`src/rtl/controller.sv`:
```
// Control unit for the single-cycle ARM-subset processor: main/ALU decode,
// condition evaluation and the NZCV flags register.
module controller (
    input  logic        clk,
    input  logic        reset,
    input  logic [19:0] instr,
    input  logic [3:0]  aluflags,
    output logic [1:0]  regsrc,
    output logic        regwrite,
    output logic [1:0]  immsrc,
    output logic        alusrc,
    output logic [1:0]  alucontrol,
    output logic        memtoreg,
    output logic        memwrite,
    output logic        pcsrc
);

    localparam logic [1:0] OP_DP  = 2'b00;
    localparam logic [1:0] OP_MEM = 2'b01;
    localparam logic [1:0] OP_BR  = 2'b10;

    localparam logic [3:0] CMD_AND = 4'b0000;
    localparam logic [3:0] CMD_SUB = 4'b0010;
    localparam logic [3:0] CMD_ADD = 4'b0100;
    localparam logic [3:0] CMD_ORR = 4'b1100;

    localparam logic [1:0] ALU_ADD = 2'b00;
    localparam logic [1:0] ALU_SUB = 2'b01;
    localparam logic [1:0] ALU_AND = 2'b10;
    localparam logic [1:0] ALU_ORR = 2'b11;

    localparam logic [3:0] COND_EQ = 4'b0000;
    localparam logic [3:0] COND_NE = 4'b0001;
    localparam logic [3:0] COND_CS = 4'b0010;
    localparam logic [3:0] COND_CC = 4'b0011;
    localparam logic [3:0] COND_MI = 4'b0100;
    localparam logic [3:0] COND_PL = 4'b0101;
    localparam logic [3:0] COND_VS = 4'b0110;
    localparam logic [3:0] COND_VC = 4'b0111;
    localparam logic [3:0] COND_HI = 4'b1000;
    localparam logic [3:0] COND_LS = 4'b1001;
    localparam logic [3:0] COND_GE = 4'b1010;
    localparam logic [3:0] COND_LT = 4'b1011;
    localparam logic [3:0] COND_GT = 4'b1100;
    localparam logic [3:0] COND_LE = 4'b1101;
    localparam logic [3:0] COND_AL = 4'b1110;

    // instr carries bits [31:12] of the instruction word.
    logic [3:0] cond;
    logic [1:0] op;
    logic [5:0] funct;
    logic [3:0] rd;
    logic [3:0] cmd;
    logic       s_bit;
    logic       unused_rn;

    assign cond      = instr[19:16];
    assign op        = instr[15:14];
    assign funct     = instr[13:8];
    assign rd        = instr[3:0];
    assign cmd       = funct[4:1];
    assign s_bit     = funct[0];
    assign unused_rn = ^instr[7:4];

    logic       reg_w_main;
    logic       mem_w_main;
    logic       branch;
    logic       alu_op;

    // NOTE: every always_comb output gets a default first so no path infers a latch.
    always_comb begin
        regsrc     = 2'b00;
        immsrc     = 2'b00;
        alusrc     = 1'b0;
        memtoreg   = 1'b0;
        reg_w_main = 1'b0;
        mem_w_main = 1'b0;
        branch     = 1'b0;
        alu_op     = 1'b0;
        case (op)
            OP_DP: begin
                alusrc     = funct[5];
                reg_w_main = 1'b1;
                alu_op     = 1'b1;
            end
            OP_MEM: begin
                immsrc = 2'b01;
                alusrc = 1'b1;
                if (funct[0]) begin
                    memtoreg   = 1'b1;
                    reg_w_main = 1'b1;
                end else begin
                    regsrc     = 2'b10;
                    mem_w_main = 1'b1;
                end
            end
            OP_BR: begin
                regsrc = 2'b01;
                immsrc = 2'b10;
                alusrc = 1'b1;
                branch = 1'b1;
            end
            default: ;
        endcase
    end

    logic cmd_valid;

    always_comb begin
        alucontrol = ALU_ADD;
        cmd_valid  = 1'b1;
        if (alu_op) begin
            case (cmd)
                CMD_ADD: alucontrol = ALU_ADD;
                CMD_SUB: alucontrol = ALU_SUB;
                CMD_AND: alucontrol = ALU_AND;
                CMD_ORR: alucontrol = ALU_ORR;
                default: cmd_valid  = 1'b0;
            endcase
        end
    end

    logic       reg_w;
    logic       mem_w;
    logic       pcs;
    logic [1:0] flag_w;

    // An unsupported data-processing command must have no architectural effect.
    assign reg_w     = reg_w_main & cmd_valid;
    assign mem_w     = mem_w_main & cmd_valid;
    assign flag_w[1] = s_bit & alu_op & cmd_valid;
    assign flag_w[0] = flag_w[1] & ((cmd == CMD_ADD) | (cmd == CMD_SUB));
    assign pcs       = branch | (reg_w & (rd == 4'hF));

    logic [1:0] flags_nz;
    logic [1:0] flags_cv;
    logic       n_flag, z_flag, c_flag, v_flag;
    logic       cond_ex;

    assign {n_flag, z_flag} = flags_nz;
    assign {c_flag, v_flag} = flags_cv;

    always_comb begin
        cond_ex = 1'b0;
        case (cond)
            COND_EQ: cond_ex = z_flag;
            COND_NE: cond_ex = ~z_flag;
            COND_CS: cond_ex = c_flag;
            COND_CC: cond_ex = ~c_flag;
            COND_MI: cond_ex = n_flag;
            COND_PL: cond_ex = ~n_flag;
            COND_VS: cond_ex = v_flag;
            COND_VC: cond_ex = ~v_flag;
            COND_HI: cond_ex = c_flag & ~z_flag;
            COND_LS: cond_ex = ~c_flag | z_flag;
            COND_GE: cond_ex = (n_flag == v_flag);
            COND_LT: cond_ex = (n_flag != v_flag);
            COND_GT: cond_ex = ~z_flag & (n_flag == v_flag);
            COND_LE: cond_ex = z_flag | (n_flag != v_flag);
            COND_AL: cond_ex = 1'b1;
            default: cond_ex = 1'b0;
        endcase
    end

    // NOTE: sequential state uses non-blocking assignments so every register samples pre-edge values.
    always_ff @(posedge clk) begin
        if (reset) begin
            flags_nz <= 2'b00;
            flags_cv <= 2'b00;
        end else begin
            if (flag_w[1] & cond_ex) flags_nz <= aluflags[3:2];
            if (flag_w[0] & cond_ex) flags_cv <= aluflags[1:0];
        end
    end

    // Architectural side effects are suppressed while reset is held.
    logic exec;

    assign exec     = cond_ex & ~reset;
    assign regwrite = reg_w & exec;
    assign memwrite = mem_w & exec;
    assign pcsrc    = pcs & exec;

endmodule
```
`config.mk`:
```
export PLATFORM = sky130hd
export DESIGN_NAME = controller
export DESIGN_NICKNAME = d
export VERILOG_FILES = /design/src/rtl/controller.sv
export SDC_FILE = /design/constraint.sdc
export NUM_CORES = 1
export LEC_CHECK = 0
export BUFFER_PORTS_ARGS = -buffer_cell sky130_fd_sc_hd__buf_2
export CAP_MARGIN = 20
export CORE_MARGIN = 2
export CORE_UTILIZATION = 44
export CTS_CLUSTER_SIZE = 40
export DETAILED_ROUTE_END_ITERATION = 6
export PLACE_DENSITY = 0.78
export SETUP_SLACK_MARGIN = 0.02
export SLEW_MARGIN = 0
export SYNTH_ARGS = -nofsm -noshare
export SYNTH_HDL_FRONTEND = slang
export SYNTH_SLANG_ARGS = --single-unit
```
`constraint.sdc`:
```
create_clock -name clk -period 1.7 [get_ports clk]
set_input_delay 0.17 -clock clk [delete_from_list [all_inputs] [get_ports clk]]
set_output_delay 0.17 -clock clk [all_outputs]
set_load 0.01 [all_outputs]
```
==> results.cfg <==
[global_route]
grtUsageMet2_pct = 36.5
top_usage_layer = met2
grt_max_degree = 12
grt_pass1_vias = 713
grt_usage_pct = 19.5
grtUsageMet3_pct = 3.67
met1_usage_pct = 22.2
grt_pass1_wl_um = 2870
antenna_found_initial = 0
overflow = 0

[setup_path]
cp_data_arrival_time_ns = 1.68
path_cells = xor2_1, a22o_1, a211oi_4, o211a_4, nor3_1, buf_2
end_kind = output port
slowest_delay_ns = 0.34
rr_startpoint = flags_nz[1]
crit_slowest_cell = dfxtp_2
r2r_setup_slack_ns = -0.02
critical_path_buf_inv_count = 1
path_class = reg2out
cp_max_fo = 5
reg2reg_depth = 7
path_delay_family = compound AO/OA/AOI/OAI gates
r2r-end = flags_cv[1]
startpoint_type = flip-flop
critical_path_required_ns = 1.53

[hold_path]
min-delay-start = aluflags[3]
whs_endpoint = flags_nz[1]
min_path_cells = 3
hp-class = in2reg

[drt]
dr.pass1.iters = 3
ant_nets = 0
drc = 0
viasPerCell = 5.58
drt_iter0_drc = 12
vias = 798
routed_wl_um = 1750
wl_per_cell_um = 12.2

[placed_design]
finalWeightedCongestion = 0.820
hpwl_um = 1330
place_ws_ns = 0.0236
portBuffers = 32

[floorplan]
core_um2 = 1510
start_util_pct = 47.1
io_pins = 37
die_area_um2 = 1950
row_count = 14
die_w_um = 44.2
die_h_um = 44.2

[synthesis]
async_reset_ff_share_pct = 0
netlist_area_um2 = 709
synth-seq-cells = 4
ys_seq_area_share_pct = 11.3
synth_area_leaders = dfxtp_1, ha_1, nand3b_1
synth_compound_area_share_pct = 30.3
netlist-cell-type-count = 35
syn_nets = 119
synth_top_family_by_area = simple AND/OR/NAND/NOR gates
avgSynthCellArea_um2 = 8.06
synthSimpleGateAreaFrac_pct = 35.8
synthAdderAreaFrac_pct = 8.82
synth_top_area_share_pct = 11.3
synth.largest_area_cell = dfxtp_1
synthXorXnorAreaFrac_pct = 7.41
yosysWarnings = 0
yosys_most_used_dff = dfxtp_1
synthCells = 88
synth.area.mux_share_pct = 1.59
synth_edf_count = 0

[timing]
final.setup.tns_ns = -0.489
grt_setup_unrepaired = yes
finalCritPeriodShare_pct = 109
slew_headroom_pct = 71.8
fin_skew_ns = 0.00330
setup_slack_ns = -0.152
setup_viol = 6
hold_ws_ns = 0.269
hold_violations = 0
slew_viol_final = 0
min_period_ns = 1.85
fmax_mhz = 540
tightest_slew_ns = 0.418

[job]
maxCapViolCount = 0

[clock_tree]
clock_path_buffers = 2
cts_tree = built
cts_buffers = 3
cts_root_buf = clkbuf_4
cts.clk_slew.worst_paths_ns = 0.04
ctsHoldBuffers = 0
htree_levels = 1
clock-sinks = 4
clk_latency_ns = 0.24

[layout]
final_core_util_pct = 64.9
antennaDiodeCount = 0
num-fill-cells = 125
fin_nets = 160
multiInputGateArea_um2 = 624
register_area_um2 = 82.6
area_delta_synth_final_pct = 37.7
layout-drive-gt1-share_pct = 44.9

[run_status]
violations = negative setup slack
outcome = complete, but fails checks

[power_and_ir_drop]
leakage_uw = 0.000440
power_uw = 400
power_density_nw_per_um2 = 410
ir_drop_mv = 0.277
[layout make-up]
| type | count | share of cell area, % |
|---|---|---|
| sequential | 4 | 8.45 |
| clock buffer | 3 | 2.30 |
| tap | 16 | 2.05 |
| inverter | 3 | 1.15 |
| timing repair buffer | 39 | 22.2 |
| multi-input combinational | 78 | 63.9 |
[through the flow]
step	std cells	area, um^2
after floorplan	88	709
final	143	977
after detailed placement	135	882
after global routing	143	977
after CTS	140	921
after global placement	135	882
[per-layer routing]
metal	share of wire (%)	up-vias
met1	41	364
met5	0	-
met4	0	0
met3	6.0	0
li1	-	406
met2	53	28
[worst reg2reg max path, cell delays in order, from the launching register on]
cell and delay (ns):
dfxtp_2 0.34, xor2_1 0.17, a22o_1 0.27, a211oi_4 0.25, o211a_4 0.23, buf_4 0.12
buf_6 0.11, o211ai_2 0.10
[power breakdown]
group          internal, uW  leakage (uW)  switching, uW  total (uW)
sequential             96.4     0.0000333           2.54        99.0
combinational          87.8      0.000393           94.5         182
clock                  79.1     0.0000138           40.2         119
total                   263      0.000440            137         400
[registers in the layout (all words and copies together) (netlist names)]
register  cells
flags_cv      2
flags_nz      2
[cells by family after synthesis]
family                   Yosys count
AO/OA/AOI/OAI                     25
buffers and inverters              6
AND/OR/NAND/NOR                   41
flip-flops                         4
adder cells (fa/ha/maj)            5
multiplexers                       1
XOR/XNOR                           6
[layout by cell type (no fill, tap or decap), types with 2 or more instances in the layout]
| master | netlist | layout |
|---|---|---|
| xor2_1 | 4 | 3 |
| buf_4 | 1 | 6 |
| inv_1 | 3 | 3 |
| nor2b_1 | 4 | 4 |
| dfxtp_2 | 0 | 2 |
| and2_1 | 3 | 3 |
| nand2b_1 | 6 | 6 |
| o21bai_1 | 2 | 2 |
| or4b_1 | 2 | 2 |
| nor2_1 | 8 | 8 |
| nor3_1 | 3 | 3 |
| o21ai_0 | 4 | 4 |
| o211ai_2 | 2 | 2 |
| nor3_2 | 2 | 2 |
| a21oi_1 | 4 | 4 |
| nand3b_1 | 6 | 6 |
| buf_2 | 0 | 32 |
| o221ai_2 | 0 | 2 |
| o211ai_1 | 2 | 2 |
| ha_1 | 5 | 5 |
| clkbuf_4 | 0 | 3 |
| dfxtp_1 | 4 | 2 |
| nand2_1 | 4 | 4 |
[worst max-delay path by stage]
| stage | depth (start not counted) | to | slack (ns) | start |
|---|---|---|---|---|
| finish | 6 | regwrite | -0.15 | flags_nz[1] |
| global placement | 6 | regwrite | 0.04 | flags_nz[1] |
| CTS | 6 | regwrite | -0.19 | flags_nz[1] |
| detailed placement | 6 | regwrite | 0.02 | flags_nz[1] |
| floorplan | 5 | regwrite | 0.17 | flags_nz[1] |
| global route | 6 | memwrite | -0.25 | flags_nz[1] |
[synth_stat cells, types with 3 or more instances]
library cell  count
a21oi_1           4
and2_1            3
dfxtp_1           4
ha_1              5
inv_1             3
nand2_1           4
nand2b_1          6
nand3b_1          6
nor2_1            8
nor2b_1           4
nor3_1            3
o21ai_0           4
xor2_1            4
[repair_timing]
action                                  4_1_cts  5_1_grt
resized for setup                             1        7
setup buffers                                 2        3
endpoints found under the setup margin        3        7
pin swaps                                     3        3
No activity file was read; power rests on OpenSTA's default activity.
